### src/rtl/trap_controller.sv
// trap_controller: M-mode trap sequencer sitting directly upstream of the CSR file.
//
// Takes synchronous exceptions and MRET from commit and arbitrates pending interrupts
// (mip & mie). It owns the trap-state CSRs (mepc, mcause, mtval, mstatus MIE/MPIE/MPP and
// the current privilege). It issues one redirect PC at a time to the frontend over a
// valid/ready handshake. After reset it issues a single boot redirect to BOOT_PC.
//
// Ports:
//   clk_i, rst_i                  clock, asynchronous active-high reset
//   exception_valid_i/code_i/pc_i/tval_i
//                                 synchronous exception presented at commit
//   mret_valid_i                  MRET committing
//   commit_pc_i                   next-to-commit PC; saved to mepc on an interrupt
//   mip_i, mie_i                  pending / enabled interrupt vectors
//   mtvec_i                       {base, mode}; mode 01 vectors interrupts
//   csr_we_i/addr_i/wdata_i       software writes to mstatus/mepc/mcause/mtval
//   redirect_valid_o/pc_o, redirect_ready_i
//                                 redirect handshake toward the frontend
//   busy_o                        high outside IDLE; commit must stall
//   mepc_o, mcause_o, mtval_o, mstatus_mie_o, mstatus_mpie_o, mstatus_mpp_o, privilege_o
//                                 trap-state CSR values
module trap_controller #(
  parameter int unsigned      MXLEN   = 64,
  parameter logic [MXLEN-1:0] BOOT_PC = MXLEN'(64'h400)
) (
  input  logic             clk_i,
  input  logic             rst_i,
  input  logic             exception_valid_i,
  input  logic [MXLEN-2:0] exception_code_i,
  input  logic [MXLEN-1:0] exception_pc_i,
  input  logic [MXLEN-1:0] exception_tval_i,
  input  logic             mret_valid_i,
  input  logic [MXLEN-1:0] commit_pc_i,
  input  logic [MXLEN-1:0] mip_i,
  input  logic [MXLEN-1:0] mie_i,
  input  logic [MXLEN-1:0] mtvec_i,
  input  logic             csr_we_i,
  input  logic [11:0]      csr_addr_i,
  input  logic [MXLEN-1:0] csr_wdata_i,
  output logic             redirect_valid_o,
  output logic [MXLEN-1:0] redirect_pc_o,
  input  logic             redirect_ready_i,
  output logic             busy_o,
  output logic [MXLEN-1:0] mepc_o,
  output logic [MXLEN-1:0] mcause_o,
  output logic [MXLEN-1:0] mtval_o,
  output logic             mstatus_mie_o,
  output logic             mstatus_mpie_o,
  output logic [1:0]       mstatus_mpp_o,
  output logic [1:0]       privilege_o
);

  localparam logic [1:0]  PrivM      = 2'b11;
  localparam logic [1:0]  PrivU      = 2'b00;
  localparam logic [11:0] CsrMstatus = 12'h300;
  localparam logic [11:0] CsrMepc    = 12'h341;
  localparam logic [11:0] CsrMcause  = 12'h342;
  localparam logic [11:0] CsrMtval   = 12'h343;

  // Interrupt lines this block arbitrates: bits 1, 3, 5, 7, 9, 11, 13.
  localparam logic [MXLEN-1:0] IrqMask = MXLEN'(64'h2AAA);

  typedef enum logic [1:0] {
    StBoot,
    StIdle,
    StRedirect
  } state_e;

  state_e           state_q;
  logic             redirect_valid_q;
  logic [MXLEN-1:0] redirect_pc_q;
  logic [MXLEN-1:0] mepc_q;
  logic [MXLEN-1:0] mcause_q;
  logic [MXLEN-1:0] mtval_q;
  logic             mie_q;
  logic             mpie_q;
  logic [1:0]       mpp_q;
  logic [1:0]       priv_q;

  // Event decode for the current cycle.
  logic [MXLEN-1:0] irq_pend;
  logic [5:0]       irq_code;
  logic             irq_take;
  logic             trap_take;
  logic [MXLEN-1:0] trap_base;
  logic [MXLEN-1:0] trap_pc;
  logic [MXLEN-1:0] trap_cause;
  logic [MXLEN-1:0] trap_tval;
  logic [MXLEN-1:0] trap_target;
  logic [1:0]       mpp_wdata;

  always_comb begin
    irq_pend = mip_i & mie_i & IrqMask;

    // Fixed priority MEI > MSI > MTI > SEI > SSI > STI > LCOFI.
    irq_code = 6'd13;
    if (irq_pend[11]) begin
      irq_code = 6'd11;
    end else if (irq_pend[3]) begin
      irq_code = 6'd3;
    end else if (irq_pend[7]) begin
      irq_code = 6'd7;
    end else if (irq_pend[9]) begin
      irq_code = 6'd9;
    end else if (irq_pend[1]) begin
      irq_code = 6'd1;
    end else if (irq_pend[5]) begin
      irq_code = 6'd5;
    end

    // Below M-mode interrupts are always globally enabled.
    irq_take  = (|irq_pend) && ((priv_q != PrivM) || mie_q);
    trap_take = exception_valid_i || irq_take;
    trap_base = {mtvec_i[MXLEN-1:2], 2'b00};

    if (exception_valid_i) begin
      trap_pc     = exception_pc_i;
      trap_cause  = {1'b0, exception_code_i};
      trap_tval   = exception_tval_i;
      trap_target = trap_base;
    end else begin
      trap_pc    = commit_pc_i;
      trap_cause = {1'b1, {(MXLEN-7){1'b0}}, irq_code};
      trap_tval  = '0;
      // Only mode 01 vectors; the reserved modes behave as direct.
      if (mtvec_i[1:0] == 2'b01) begin
        trap_target = trap_base + {{(MXLEN-8){1'b0}}, irq_code, 2'b00};
      end else begin
        trap_target = trap_base;
      end
    end

    // MPP=10 (H) does not exist here; it is stored as U.
    mpp_wdata = (csr_wdata_i[12:11] == 2'b10) ? PrivU : csr_wdata_i[12:11];
  end

  always_ff @(posedge clk_i or posedge rst_i) begin
    if (rst_i) begin
      state_q          <= StBoot;
      redirect_valid_q <= 1'b1;
      redirect_pc_q    <= BOOT_PC;
      mepc_q           <= '0;
      mcause_q         <= '0;
      mtval_q          <= '0;
      mie_q            <= 1'b0;
      mpie_q           <= 1'b0;
      mpp_q            <= PrivM;
      priv_q           <= PrivM;
    end else begin
      unique case (state_q)
        StBoot, StRedirect: begin
          // Redirect is held unchanged until the frontend takes it; inputs are ignored.
          if (redirect_ready_i) begin
            state_q          <= StIdle;
            redirect_valid_q <= 1'b0;
          end
        end
        StIdle: begin
          if (trap_take) begin
            state_q          <= StRedirect;
            redirect_valid_q <= 1'b1;
            redirect_pc_q    <= trap_target;
            mepc_q           <= {trap_pc[MXLEN-1:1], 1'b0};
            mcause_q         <= trap_cause;
            mtval_q          <= trap_tval;
            mpie_q           <= mie_q;
            mie_q            <= 1'b0;
            mpp_q            <= priv_q;
            priv_q           <= PrivM;
          end else if (mret_valid_i) begin
            state_q          <= StRedirect;
            redirect_valid_q <= 1'b1;
            redirect_pc_q    <= mepc_q;
            mie_q            <= mpie_q;
            mpie_q           <= 1'b1;
            priv_q           <= mpp_q;
            mpp_q            <= PrivU;
          end else if (csr_we_i) begin
            // Software writes only land when no event is taken this cycle.
            unique case (csr_addr_i)
              CsrMstatus: begin
                mie_q  <= csr_wdata_i[3];
                mpie_q <= csr_wdata_i[7];
                mpp_q  <= mpp_wdata;
              end
              CsrMepc:   mepc_q   <= {csr_wdata_i[MXLEN-1:1], 1'b0};
              CsrMcause: mcause_q <= csr_wdata_i;
              CsrMtval:  mtval_q  <= csr_wdata_i;
              default: ;
            endcase
          end
        end
        default: begin
          state_q          <= StBoot;
          redirect_valid_q <= 1'b1;
          redirect_pc_q    <= BOOT_PC;
        end
      endcase
    end
  end

  assign busy_o           = (state_q != StIdle);
  assign redirect_valid_o = redirect_valid_q;
  assign redirect_pc_o    = redirect_pc_q;
  assign mepc_o           = mepc_q;
  assign mcause_o         = mcause_q;
  assign mtval_o          = mtval_q;
  assign mstatus_mie_o    = mie_q;
  assign mstatus_mpie_o   = mpie_q;
  assign mstatus_mpp_o    = mpp_q;
  assign privilege_o      = priv_q;

endmodule

### config.mk
export PLATFORM = sky130hd
export DESIGN_NAME = trap_controller
export DESIGN_NICKNAME = d
export VERILOG_FILES = /design/src/rtl/trap_controller.sv
export SDC_FILE = /design/constraint.sdc
export NUM_CORES = 1
export LEC_CHECK = 0
export CAP_MARGIN = 5
export CELL_PAD_IN_SITES_DETAIL_PLACEMENT = 0
export CELL_PAD_IN_SITES_GLOBAL_PLACEMENT = 2
export CORE_AREA = 2 2 307 309
export CTS_BUF_LIST = sky130_fd_sc_hd__clkbuf_16
export CTS_CLUSTER_SIZE = 10
export DETAILED_ROUTE_END_ITERATION = 8
export DIE_AREA = 0 0 309 311
export PLACE_DENSITY_LB_ADDON = 0.12
export SKIP_CTS_REPAIR_TIMING = 1
export SLEW_MARGIN = 20
export SYNTH_ARGS = -nofsm -noshare
export SYNTH_HDL_FRONTEND = slang
export SYNTH_SLANG_ARGS = --single-unit
### constraint.sdc
create_clock -name clk_i -period 9.8 [get_ports clk_i]
set_input_delay 0.98 -clock clk_i [delete_from_list [all_inputs] [get_ports clk_i]]
set_output_delay 0.98 -clock clk_i [all_outputs]
set_load 0.005 [all_outputs]
# After elaboration in Yosys (flattened, before gate mapping)
# Cells that the tools add are included.
dict set report totals {
  ff_bits 265
  elab_cells 95
  out_inout_bits 264
  in_bits 529
}
dict set report op_classes {
  add_sub_neg 1
  n_eq_ne 13
  reduce_logical 20
  bitwise 2
  muxes 49
}
# cell n
set ops {}
lappend ops {{$mux W64} 19}
lappend ops {{$pmux W64 S2} 1}
lappend ops {{$add A64 B8 Y64} 1}
lappend ops {{$eq A12 B10 Y1 const B} 4}
lappend ops {{$mux W2} 10}
lappend ops {{$mux W4} 5}
lappend ops {{$and A14 B14 Y14} 1}
lappend ops {{$reduce_and A4 Y1} 3}
lappend ops {{$mux W1} 11}
lappend ops {{$reduce_bool A2 Y1} 5}
lappend ops {{$reduce_or A7 Y1} 1}
lappend ops {{$mux W6} 1}
lappend ops {{$reduce_and A2 Y1} 3}
lappend ops {{$reduce_bool A3 Y1} 2}
lappend ops {{$eq A2 B1 Y1 const B} 2}
lappend ops {{$eq A2 B2 Y1 const B} 2}
lappend ops {{$ne A2 B1 Y1 const B} 2}
lappend ops {{$ne A2 B2 Y1 const B} 2}
lappend ops {{$pmux W2 S2} 1}
lappend ops {{$ne A3 B3 Y1 const B} 1}
lappend ops {{$reduce_and A3 Y1} 1}
lappend ops {{$logic_not A2 Y1} 1}
lappend ops {{$logic_or A1 B1 Y1} 2}
lappend ops {{$pmux W1 S2} 1}
lappend ops {{other kinds (3)} 3}

# Logic depth before layout (Yosys ltp)
# Gate-level depths: netlist (run 1).
dict set report depth {
  word_depth 12
  mapped_depth 11
  depth_no_buf 10
}

# Least setup slack after synthesis (run 1)
# No wires, ideal clock.
dict set report synth_path {
  path_kind {input -> register}
  startpoint {input mip_i[3]}
  endpoint {register redirect_pc_q[39] (netlist: redirect_pc_o[39])}
  slack_ns 6.526
  t_required_ns 9.669
  t_arrival_ns 3.143
  setup_ns 0.131
  stages 10
  path_buffers 1
  path_cell_list {a222oi_1 > inv_1 > ha_1 > a21oi_1 > o21ai_1 > nand4_2 > buf_2 > nor3_1 > xnor2_1 > o21ai_1}
}
dict set report synth_via {
  elab_chain_len 8
  elab_cells_between_ends 13
  cone_classes {1 x add/sub; 1 x eq/ne; 6 x mux; 1 x bitwise; 4 x reduce/logical}
}
# item line_no
set synth_rtl {}
lappend synth_rtl {{start: declaration} 34} ;# input logic [MXLEN-1:0] mip_i,
lappend synth_rtl {{$and A14 B14 Y14 *} 93} ;# irq_pend = mip_i & mie_i & IrqMask;
lappend synth_rtl {{$mux W4} 99} ;# end else if (irq_pend[3]) begin
lappend synth_rtl {{$mux W6} 97} ;# if (irq_pend[11]) begin
lappend synth_rtl {{$add A64 B8 Y64} 127} ;# trap_target = trap_base + {{(MXLEN-8){1'b0}}, irq_code, 2'b00};
lappend synth_rtl {{$mux W64} 126} ;# if (mtvec_i[1:0] == 2'b01) begin
lappend synth_rtl {{$mux W64} 116} ;# if (exception_valid_i) begin
lappend synth_rtl {{$mux W64} 159} ;# if (trap_take) begin
lappend synth_rtl {{$pmux W64 S2} 150} ;# unique case (state_q)
lappend synth_rtl {{end signal: assignment} 162} ;# redirect_pc_q <= trap_target;
lappend synth_rtl {{end signal: assignment} 173} ;# redirect_pc_q <= mepc_q;
lappend synth_rtl {{end: declaration} 71} ;# logic [MXLEN-1:0] redirect_pc_q;
# Mark *: on every way between the ends. The rest lies on a longest branch, timed or not.
# A chain may end at the register's enable or synchronous reset.

# Worst setup path after layout (run 1)
dict set report layout_path {
  startpoint {input mip_i[3]}
  endpoint {register mepc_q[42] (netlist: mepc_o[42])}
}
dict set report layout_via {
  elab_chain_len 6
  elab_cells_between_ends 9
  cone_classes {1 x eq/ne; 1 x mux; 1 x bitwise; 6 x reduce/logical}
}
# item line_no
set layout_rtl {}
lappend layout_rtl {{$and A14 B14 Y14 *} 93}
lappend layout_rtl {{$reduce_or A7 Y1 *} 112} ;# irq_take = (|irq_pend) && ((priv_q != PrivM) || mie_q);
lappend layout_rtl {{$logic_and A1 B1 Y1 *} 112}
lappend layout_rtl {{$logic_or A1 B1 Y1 *} 113} ;# trap_take = exception_valid_i || irq_take;
lappend layout_rtl {{$ne A2 B1 Y1 (no source line) or $reduce_bool A2 Y1 (tied branches)} -}
lappend layout_rtl {{$reduce_and A4 Y1 (no source line)} -}
lappend layout_rtl {{end signal: assignment} 163} ;# mepc_q <= {trap_pc[MXLEN-1:1], 1'b0};
lappend layout_rtl {{end signal: assignment} 186} ;# CsrMepc: mepc_q <= {csr_wdata_i[MXLEN-1:1], 1'b0};
lappend layout_rtl {{end: declaration} 72} ;# logic [MXLEN-1:0] mepc_q;
# Marked as above.

==> results.txt, run 1 <==
Largest family of logic cells by synthesized area: compound AO/OA/AOI/OAI gates
Most frequent cells in the layout: 673 x clkdlybuf4s50_1, 296 x nand2_1, 257 x dfrtp_1, 237 x o21ai_0, 191 x a21oi_1
Total negative slack: 0 ns
Ys async rst share: 100%
Share of cells above drive strength 1: 4.16%
Final setup fails: 0
DRC: 0
Largest net degree at the start of global routing: 116
Final ANT Viol Nets: 0
WL/cell: 25.3 um
Hold wc startpoint: mtval_o[21]
CP Data Required Time: 10.19 ns
Power Density: 273 nW/um^2
Mux contribution to synthesized area: 0.538%
Min Tclk post-route: 5.19 ns
Fmax: 193 MHz
Vias: 14800
Compound-Gate Fraction of Synth Area: 21.9%
Mapped Area: 13700 sq um
RR Endpoint: mepc_o[42]
Pleak: 9.04 nW
Adder-cell area share of the yosys netlist: 0.511%
Worst r2r src: privilege_o[0]
Dpl ws: 3.70 ns
Synth Instances: 1646
H-tree depth: 2
CTS root buffer: clkbuf_16
Fin. Hold Viols: 0
Startpoint class of the critical path: input pin
Synth Area in Simple Gates: 20.8%
Post-synthesis xor/xnor area fraction: 3.83%
Unrepaired setup endpoints after global routing: no
FF-to-FF path depth: 6
Slew Limit Headroom: 28.6%
CTS buffer count: 39
Nets: 2791
Vias in the first global route: 15700
Starting DRT DRC Count: 783
First-pass GRT wire length: 124 mm
CTS Sinks: 263
GRT overflow: 0
Vias/cell: 4.17
Count of final max-slew check failures: 0
Setup slack, reg-to-reg: 5.50 ns
Crit. End Element: flip-flop
Clk_lat worst skew: 0.55 ns
Crit path DAT: 5.58 ns
CTS tree: built
Die width: 309 um
Synth cell types: 59
Setup CP Type: input pin to flip-flop
Gr usage total: 18.1%
Hold Path Depth: 2
Die area: 96100 sq um
Status: completed
Core ar.: 92800 sq um
Initial Util: 14.8%
WHS: 0.480 ns
Routed Wire Length: 89.8 mm
PortBufs: 674
GP Congestion: 0.811
Maxcap violations: 0
Number of synthesized flops with an enable pin: 0
Clk slew on worst S/H paths: 0.06 ns
IO Count: 793
Main synth FF type: dfrtp_1
Die Ht: 311 um
Register area share after synthesis: 48.0%
Area grow syn2layout: 67.0%
Peak supply drop: 0.100 mV
Slew @ Worst Pin: 1.07 ns
Syn avg cell area: 8.34 sq um
Cell row count: 112
Initial antenna violation count: 33
#FFs+latches synth: 263
Final period util: 52.9%
Worst Skew: 0.0150 ns
Dpl hpwl: 69.1 mm
Hold Path Sink: mtval_o[21]
Setup WS post-layout: 4.61 ns
DRT Pass-1 Iters: 5
Ys Warns: 0
Min-delay worst type: flip-flop to flip-flop
Critical path peak fanout: 98
Clock Path Buffers: 3
Most common cell after layout, fill and taps aside: clkdlybuf4s50_1
state kept, by name (all words and copies together) (netlist names):
name	count
mepc_o	63
mstatus_mie_o	1
redirect_valid_o	1
mstatus_mpp_o	2
privilege_o	2
mcause_o	64
state_q	2
redirect_pc_o	63
mstatus_mpie_o	1
mtval_o	64
worst max path at each step:
stage                        to  slack [ns]  cells after the start  startpoint
finish               mepc_o[42]        4.61                      8    mip_i[3]
detailed placement   mepc_o[42]        3.70                      7    mie_i[3]
CTS                  mepc_o[42]        4.31                      7    mie_i[3]
global route         mepc_o[48]        4.20                      8    mie_i[3]
floorplan           mcause_o[0]        1.59                      1       rst_i
global placement     mepc_o[46]        3.80                      7    mie_i[3]
cell families after synthesis:
kind of cell,count (synthesis)
and+or+nand+nor,619
DFF,263
AOI/OAI and AO/OA,547
buffers and inverters,144
other,1
muxes,7
xor gates and xnor gates,60
adders and majority gates,5
worst max-delay path: stages:
cell and delay (ns):
clkdlybuf4s50_1 0.42, a222oi_1 0.56, clkbuf_2 0.28, a31o_4 0.60
nand2_2 0.65, o21ai_4 0.85, buf_4 0.81, o21ai_0 0.24
power by group:
part	switching [mW]	total, mW	internal (mW)
Sequential	0.418	2.01	1.59
Combinational	1.50	2.91	1.41
Clock	0.565	1.34	0.771
Total	2.49	6.26	3.77
final cells by class:
class                           instances  area (sq um)
Tap cell                             1254          1570
Inverter                               19          83.8
Fill cell                           10200         69800
Clock inverter                         24           121
Sequential cell                       263          6590
Antenna cell                           10          25.0
Multi-Input combinational cell       1240          6600
Timing Repair Buffer                  694          6910
Clock buffer                           41          1030
metrics by stage:
step / power, mW / cells / instance area [sq um] / utilization [%]
after floorplan: 3.00 / 1647 / 13700 / -
after global placement: 5.03 / 3469 / 21700 / 23.4
after detailed placement: 5.04 / 3469 / 21700 / 23.4
after CTS: 6.45 / 3534 / 22900 / 24.7
after global routing: 6.73 / 3538 / 22900 / 24.7
final: 6.26 / 3545 / 22900 / 24.7
cells in the mapped netlist, types with 3 or more instances:
master | number | share of area, %
a211oi_1 | 4 | 0.22
a21oi_1 | 191 | 7.0
a221oi_1 | 3 | 0.19
a22o_1 | 6 | 0.38
a22oi_1 | 50 | 2.7
a31oi_1 | 6 | 0.27
a32oi_1 | 4 | 0.26
and2_1 | 7 | 0.32
and3_1 | 64 | 2.9
and4_1 | 3 | 0.19
buf_1 | 4 | 0.11
buf_2 | 36 | 1.3
buf_4 | 5 | 0.27
clkbuf_1 | 80 | 2.2
dfrtp_1 | 257 | 47
dfstp_2 | 6 | 1.1
ha_1 | 4 | 0.36
inv_1 | 19 | 0.52
mux2_2 | 3 | 0.25
mux2i_1 | 4 | 0.29
nand2_1 | 296 | 8.1
nand3_1 | 82 | 3.0
nand4_1 | 21 | 0.96
nand4b_1 | 3 | 0.19
nor2_1 | 92 | 2.5
nor3_1 | 19 | 0.69
nor4_1 | 11 | 0.50
o211ai_1 | 3 | 0.16
o21a_1 | 4 | 0.22
o21ai_0 | 237 | 8.6
o21ai_1 | 24 | 0.88
o31ai_1 | 3 | 0.16
or3_1 | 5 | 0.23
xnor2_1 | 41 | 2.6
xor2_1 | 19 | 1.2
per-layer routing:
layer | global-route usage, % | vias to the layer above | routed length [um]
met5 | 0 | - | 268
met4 | 3.55 | 44 | 1540
met3 | 7.85 | 116 | 8800
met2 | 31.8 | 535 | 44400
met1 | 20.1 | 7076 | 34800
li1 | - | 7020 | -
No activity file was read; power rests on OpenSTA's default activity.
==> run 2: changes to the inputs <==
- clock period: 9.8 -> 5.29 ns (I/O delays scaled with it)
==> results.txt, run 2 (synthesized netlist as in run 1, its figures left out) <==
# fillers: 10200
Final non-filler cell total: 3559
DRC: 0
Routed Wire Length: 89.9 mm
Count of final max-slew check failures: 0
IO Count: 793
Final ANT Viol Nets: 0
Largest net degree at the start of global routing: 127
DRT Pass-1 Iters: 5
Pleak: 9.15 nW
Area grow syn2layout: 69.0%
CTS tree: built
Slew @ Worst Pin: 1.03 ns
Die area: 96100 sq um
Vias in the first global route: 15900
Design area: 23200 sq um
Clock Path Buffers: 3
GP Congestion: 0.813
Logic gate share of total power: 45.5%
Status: completed
Final period util: 66.8%
Clk_lat worst skew: 0.56 ns
Placed standard-cell area: 21800 sq um
Switch share: 39.2%
Peak supply drop: 0.273 mV
Maxcap violations: 0
Final setup fails: 0
Cell row count: 112
Placed insts: 3475
Seq pwr share: 31.5%
Most frequent cells in the layout: 673 x clkdlybuf4s50_1, 296 x nand2_1, 257 x dfrtp_1, 237 x o21ai_0, 191 x a21oi_1
WL/cell: 25.3 um
H-tree depth: 2
Share of cells above drive strength 1: 5.01%
Nets: 2799
Min-delay worst type: input pin to async pin
Initial antenna violation count: 31
Slew Limit Headroom: 31.1%
Critical path peak fanout: 7
Vias/cell: 4.17
Vias: 14800
Clk slew on worst S/H paths: 0.06 ns
Worst Skew: 0.0175 ns
Power Density: 513 nW/um^2
Initial Util: 14.8%
Fmax: 283 MHz
Clock Power Share: 23.0%
Die width: 309 um
CTS root buffer: clkbuf_16
Dpl hpwl: 70.0 mm
Unrepaired setup endpoints after global routing: no
Gr usage total: 18.2%
Crit path DAT: 4.03 ns
CTS Sinks: 263
Starting DRT DRC Count: 737
First-pass GRT wire length: 125 mm
Total negative slack: 0 ns
GRT overflow: 0
Core ar.: 92800 sq um
Crit. End Element: flip-flop
Setup CP Type: input pin to flip-flop
Die Ht: 311 um
CP Data Required Time: 5.79 ns
Most common cell after layout, fill and taps aside: clkdlybuf4s50_1
Fin. Hold Viols: 0
PortBufs: 674
Startpoint class of the critical path: input pin
Min Tclk post-route: 3.54 ns
Internal Power: 7.23 mW
P_sw: 4.67 mW
CTS buffer count: 42
[run 2: cell count changes in the layout (fill, tap and decap cells not counted)]
cell / change
buf_12: +5
buf_4: +1
clkinvlp_4: +1
clkinv_2: +7
clkinv_4: +3
clkbuf_16: +4
bufinv_16: +1
inv_8: -1
inv_1: -6
clkbuf_2: -1
[run 2: power groups by stage]
stage	clock, mW	sequential (mW)	combinational [mW]
after floorplan	0	3.57	1.98
after global placement	0	3.80	5.55
after detailed placement	0	3.83	5.55
after CTS	2.85	3.81	5.57
after global routing	2.92	3.89	5.98
final	2.74	3.75	5.41
[run 2: through the flow]
step	hold slack [ns]	setup slack [ns]	utilization [%]	total power [mW]
after detailed placement	0.469	1.15	23.6	9.38
after CTS	0.285	1.77	25.0	12.2
after global routing	0.313	1.45	25.0	12.8
after global placement	0.463	1.15	23.6	9.35
final	0.314	1.75	25.0	11.9
after floorplan	0.473	1.30	-	5.55
[run 2: worst max-delay path, stage by stage]
cell and delay, ns:
clkdlybuf4s50_1 0.43, a22o_1 0.25, a21oi_1 0.53, ha_1 0.32
a21oi_1 0.11, a211oi_2 0.53, nand4b_1 0.49, or3_1 0.49
a31oi_1 0.20, a22o_1 0.14
[run 2: area by class of cell]
type | count | area [sq um] | area share [%]
clock buffer | 45 | 1130 | 4.86
tap | 1254 | 1570 | 6.77
clock inverter | 29 | 190 | 0.820
sequential | 263 | 6590 | 28.4
timing repair buffer | 699 | 7010 | 30.2
multi-input combinational | 1240 | 6600 | 28.5
inverter | 19 | 80.1 | 0.345
antenna | 10 | 25.0 | 0.108
[run 2: path summary, 6_finish.rpt]
check / start / endpoint / slack [ns] / depth (start not counted)
setup / recovery: mip_i[1] / redirect_pc_o[40] / 1.75 / 10
hold / removal: rst_i / mcause_o[14] / 0.31 / 2
setup reg to reg: mstatus_mie_o / mcause_o[0] / 2.22 / 8
hold reg to reg: mtval_o[22] / mtval_o[22] / 0.48 / 2
max in group asynchronous: rst_i / redirect_pc_o[52] / 3.93 / 3
min in group clk_i: mtval_o[22] / mtval_o[22] / 0.48 / 2
[run 2: per-layer routing]
layer	vias to the layer above	track usage [%]	routed length (um)
li1	7063	-	-
met1	7083	19.9	34200
met2	547	31.9	44200
met3	107	8.13	9290
met4	40	4.41	1990
met5	-	0	251
==> patch 1: new RTL, settings of run 2 <==
Set the parameter `MXLEN` to 32 (it was 64).
--- a/src/rtl/trap_controller.sv
+++ b/src/rtl/trap_controller.sv
@@ -20,7 +20,7 @@
 //   mepc_o, mcause_o, mtval_o, mstatus_mie_o, mstatus_mpie_o, mstatus_mpp_o, privilege_o
 //                                 trap-state CSR values
 module trap_controller #(
-  parameter int unsigned      MXLEN   = 64,
+  parameter int unsigned      MXLEN   = 32,
   parameter logic [MXLEN-1:0] BOOT_PC = MXLEN'(64'h400)
 ) (
   input  logic             clk_i,
Ports: changed (12 resized); port bits go from 793 to 409. No check against the original RTL was run, so the function may have changed too.
==> patch 1 against run 2 <==
Largest power group unchanged; sequential cell count shrank 128; worst setup slack lost 0.018 ns; utilization is 11 points lower; largest cell class is now multi-input gates; clock skew decreased by 0.0042 ns; highest routed layer unchanged; wire length decreased by 46%; critical path depth unchanged; synthesized area down 45%; cell area shrank 43%; total power is 47% lower; clock power down 49%; synthesized cell count down 54%.
==> patch 1: results (changes against run 2) <==
| Metric | Value |
|---|---|
| Seq/Total Area, Yosys | `0.446 (was 0.480)` |
| Final Net Count | `1361 (was 2799)` |
| Gr usage total | `0.102 (was 0.182)` |
| WL/cell | `20.8 um (was 25.3 um)` |
| Port Buffer Count | `354 (was 674)` |
| Routability cong. | `0.679 (was 0.813)` |
| Worst R2R End | `mcause_o[21] (was mcause_o[0])` |
| Reg2reg start | `privilege_o[0] (was mstatus_mie_o)` |
| Register-to-Register Setup Slack | `2.37 ns (was 2.22 ns)` |
| Initial DRC count | `357 (was 737)` |
| Vias in the first global route | `7834 (was 15900)` |
| Most frequent cells after synthesis | `dfrtp_1 (129), o21ai_0 (119), nand2_1 (72), mux2_2 (64), a22o_1 (59) (was nand2_1 (296), dfrtp_1 (257), o21ai_0 (237), a21oi_1 (191), nor2_1 (92))` |
| Share of cells above drive strength 1 | `0.122 (was 0.0501)` |
| Worst r2r path cells | `6 (was 8)` |
| IR drop worst, VDD | `0.256 mV (was 0.273 mV)` |
| Fillers | `10600 (was 10200)` |
| Unique masters post-synth | `60 (was 59)` |
| DP Worst Slack | `1.02 ns (was 1.15 ns)` |
| CTS HTree Levels | `4 (was 2)` |
| Via count | `7336 (was 14800)` |
| Clk_skew | `0.0134 ns (was 0.0175 ns)` |
| First-pass GRT wire length | `67100 um (was 125000 um)` |
| Psw | `2.41 mW (was 4.67 mW)` |
| Crit path max-delay cell type | `a222oi_1 (was a21oi_1)` |
| Clock Power Share | `0.222 (was 0.230)` |
| P_leak | `4.93 nW (was 9.15 nW)` |
| Slew @ Worst Pin | `0.969 ns (was 1.03 ns)` |
| Cts bufs inserted | `17 (was 42)` |
| Clock latency on the worst-skew pair | `0.49 ns (was 0.56 ns)` |
| Crit path max fanout | `9 (was 7)` |
| Antenna violations before repair | `11 (was 31)` |
| Outcome | `finished, final reports clean (unchanged)` |
| Estimated wirelength of the detail-placed design | `37000 um (was 70000 um)` |
| Clock Path Buffers | `2 (was 3)` |
| Dominant cells by area after synthesis | `dfrtp_1 (43%), mux2_2 (9.5%), o21ai_0 (7.8%), a22o_1 (6.8%), mux2i_1 (4.7%) (was dfrtp_1 (47%), o21ai_0 (8.6%), nand2_1 (8.1%), a21oi_1 (7.0%), nand3_1 (3.0%))` |
| Critical path's largest stage delay | `0.87 ns (was 0.53 ns)` |
| Largest net degree at the start of global routing | `91 (was 127)` |
| DRT Pass-1 Iters | `6 (was 5)` |
-- patch 1: cell types whose count changed in the layout (fill, tap and decap cells not counted), sizes merged, moves of 28 or more --
cell | run 2 | this run
mux2i | 4 | 36
nand2 | 297 | 72
and3 | 64 | 4
nand3 | 82 | 9
clkdlybuf4s50 | 673 | 353
dfrtp | 257 | 129
a21oi | 192 | 17
nor2 | 92 | 14
clkbuf | 45 | 17
a22oi | 50 | 19
o21ai | 263 | 122
a22o | 6 | 59
mux2 | 3 | 70
-- patch 1: cell type report --
type	instances	area, um2	area share
diodes	2	5.00	0.000376
clock buffers	17	425	0.0320
clock inverters	15	200	0.0151
inverters	13	53.8	0.00405
multi-input cells	545	3960	0.298
flip-flops and latches	135	3390	0.255
well taps	1254	1570	0.118
repair buffers	371	3700	0.278
-- patch 1: how the worst max path moves through the flow --
stage,startpoint,endpoint,slack [ns],depth (start not counted)
2_1_floorplan,rst_i,mcause_o[0],1.16,1
3_3_place_gp,mip_i[3],redirect_pc_o[7],1.00,10
3_5_place_dp,mie_i[3],mcause_o[21],1.02,7
4_1_cts,mie_i[3],mcause_o[21],1.58,7
5_1_grt,mip_i[3],mcause_o[20],1.44,7
6_report,mip_i[3],redirect_pc_o[7],1.74,10
-- patch 1: power groups by stage --
stage | clock network (mW) | logic [mW] | registers (mW)
2_1_floorplan | 0 | 1.12 | 1.84
3_3_place_gp | 0 | 3.10 | 1.94
3_5_place_dp | 0 | 3.10 | 1.95
4_1_cts | 1.48 | 3.10 | 1.94
5_1_grt | 1.50 | 3.25 | 1.99
6_report | 1.39 | 2.97 | 1.91
-- patch 1: per-layer routing --
layer	part of all wire	track usage
met5	0.0018	0
met2	0.46	0.163
met3	0.059	0.0331
met1	0.46	0.132
met4	0.013	0.0255
-- patch 1: kinds of logic after synthesis --
kind of cell    synth area share
compound gates             0.224
fa+ha+maj                0.00923
other cells             0.000494
simple gates               0.100
mux                        0.151
xor+xnor                  0.0265
buf+inv                   0.0417
flops                      0.446
-- patch 1: metrics by stage --
stage	utilization	hold WS [ns]	total power, mW	cell area [um2]	instances
2_1_floorplan	-	0.451	2.96	7590	752
4_1_cts	0.143	0.466	6.52	13300	2350
3_3_place_gp	0.137	0.465	5.05	12700	2318
5_1_grt	0.143	0.475	6.75	13300	2350
3_5_place_dp	0.137	0.454	5.05	12700	2318
6_report	0.143	0.447	6.27	13300	2352
==> patch 2: new RTL, flow settings as in run 2 <==
Made on the original files. Encoding of `state_e`: now one-hot (3 bits for 3 states).
--- a/src/rtl/trap_controller.sv
+++ b/src/rtl/trap_controller.sv
@@ -60,10 +60,10 @@
   // Interrupt lines this block arbitrates: bits 1, 3, 5, 7, 9, 11, 13.
   localparam logic [MXLEN-1:0] IrqMask = MXLEN'(64'h2AAA);
 
-  typedef enum logic [1:0] {
-    StBoot,
-    StIdle,
-    StRedirect
+  typedef enum logic [2:0] {
+    StBoot     = 3'b001,
+    StIdle     = 3'b010,
+    StRedirect = 3'b100
   } state_e;
 
   state_e           state_q;
Function: no difference found for any inputs over 4 cycles, from zero or initial values and one cycle with rst_i high; so few cycles prove little.
==> patch 2 against run 2 <==
Sequential cell count increased by 1; first-iteration DRC count down 18%; cell area fell by 0.35%; sequential power fell by 5.9%; critical path type unchanged; sequential share of layout area increased by 0.21 points; register-to-register slack lost 0.02 ns; worst setup slack improved by 0.0026 ns; clock skew decreased by 0.0081 ns; synthesized cell count is 6.6% lower; wire length shrank 17%; total power fell by 9.3%; synthesized area rose by 0.28%; maximum frequency about the same.
==> patch 2: results (changes against run 2) <==
| Metric | Value |
|---|---|
| Met3 Resource Use GR | `0.0576 (was 0.0813)` |
| Met1 Wirelength | `31100 um (was 34200 um)` |
| Synth Area in Adders | `0.00509 (was 0.00511)` |
| Share of cells above drive strength 1 | `0.0454 (was 0.0501)` |
| Placed cells | `3373 (was 3475)` |
| Clk_skew | `0.00949 ns (was 0.0175 ns)` |
| Met2 usage | `0.251 (was 0.319)` |
| WL final | `74700 um (was 89900 um)` |
| Critical path's largest stage delay | `0.50 ns (was 0.53 ns)` |
| Cell Area, Placed | `21900 um2 (was 21800 um2)` |
| Worst slew margin | `0.320 (was 0.311)` |
| Largest net degree at the start of global routing | `134 (was 127)` |
| Met3 WL post-DR | `6570 um (was 9290 um)` |
| P_leak | `9.00 nW (was 9.15 nW)` |
| Dominant cells by area after synthesis | `dfrtp_1 (47%), a22oi_1 (8.9%), o21ai_0 (6.7%), a21oi_1 (5.6%), nand2_1 (4.9%) (was dfrtp_1 (47%), o21ai_0 (8.6%), nand2_1 (8.1%), a21oi_1 (7.0%), nand3_1 (3.0%))` |
| IR drop worst, VDD | `0.398 mV (was 0.273 mV)` |
| Estimated wirelength of the detail-placed design | `57000 um (was 70000 um)` |
| First-pass GRT wire length | `108000 um (was 125000 um)` |
| Seq/Total Area, Yosys | `0.481 (was 0.480)` |
| Syn avg cell area | `8.95 um2 (was 8.34 um2)` |
| Gr usage total | `0.152 (was 0.182)` |
| Initial DRC count | `601 (was 737)` |
| DP Worst Slack | `1.09 ns (was 1.15 ns)` |
| Crit path max-delay cell type | `nor4_1 (was a21oi_1)` |
| Vias in the first global route | `14900 (was 15900)` |
| Worst r2r path cells | `7 (was 8)` |
| Compound-cell area share of the yosys netlist | `0.238 (was 0.219)` |
| Via count | `14100 (was 14800)` |
| WL/cell | `21.7 um (was 25.3 um)` |
| Routability cong. | `0.755 (was 0.813)` |
| Outcome | `finished, final reports clean (unchanged)` |
| Worst Path Arrival | `3.93 ns (was 4.03 ns)` |
| Most frequent cells after synthesis | `dfrtp_1 (257), o21ai_0 (184), nand2_1 (179), a22oi_1 (163), nor2_1 (158) (was nand2_1 (296), dfrtp_1 (257), o21ai_0 (237), a21oi_1 (191), nor2_1 (92))` |
| Final Net Count | `2694 (was 2799)` |
| Hold WC Path Type | `register to register (was primary input to async pin)` |
| Cts bufs inserted | `39 (was 42)` |
| Antenna violations before repair | `24 (was 31)` |
| Multiplexer share of the synthesized area | `0.0483 (was 0.00538)` |
| FMAX | `283 MHz (about the same)` |
| Worst setup startpoint | `mip_i[1] (unchanged)` |
| Post-synthesis xor/xnor area fraction | `0.0382 (was 0.0383)` |
| Fin Hold WS | `0.464 ns (was 0.314 ns)` |
| Met1 Usage GRT | `0.185 (was 0.199)` |
| Crit path max fanout | `8 (was 7)` |
| Critical path endpoint | `redirect_pc_o[52] (was redirect_pc_o[40])` |
| Met2 routed WL | `35300 um (was 44200 um)` |
| Worst R2R End | `mcause_o[29] (was mcause_o[0])` |
| Register-to-Register Setup Slack | `2.20 ns (was 2.22 ns)` |
patch 2: changes by cell type after synthesis, moves of 53 or more:
cell / run 2 / this run
nand2_1: 296 / 179
nand3_1: 82 / 29
mux2i_1: 4 / 63
a22oi_1: 50 / 163
o21ai_0: 237 / 184
and3_1: 64 / 6
nor2_1: 92 / 158
patch 2: where the power goes:
part	switching, mW	total (mW)	leakage (nW)	internal, mW
logic	2.33	4.82	5.08	2.49
clock network	1.01	2.44	0.602	1.43
registers	0.604	3.53	3.32	2.93
patch 2: kinds of logic after synthesis:
logic type / after synthesis
compound gates: 547
simple gates: 459
xor+xnor: 60
mux: 66
fa+ha+maj: 5
other cells: 1
flops: 264
buf+inv: 136
patch 2: final cells by class:
type / instances / area [um2]
well taps: 1254 / 1570
clock buffers: 41 / 1030
multi-input cells: 1139 / 6600
fillers: 10100 / 69700
repair buffers: 701 / 7100
inverters: 15 / 60.1
flip-flops and latches: 264 / 6620
clock inverters: 23 / 119
diodes: 7 / 17.5
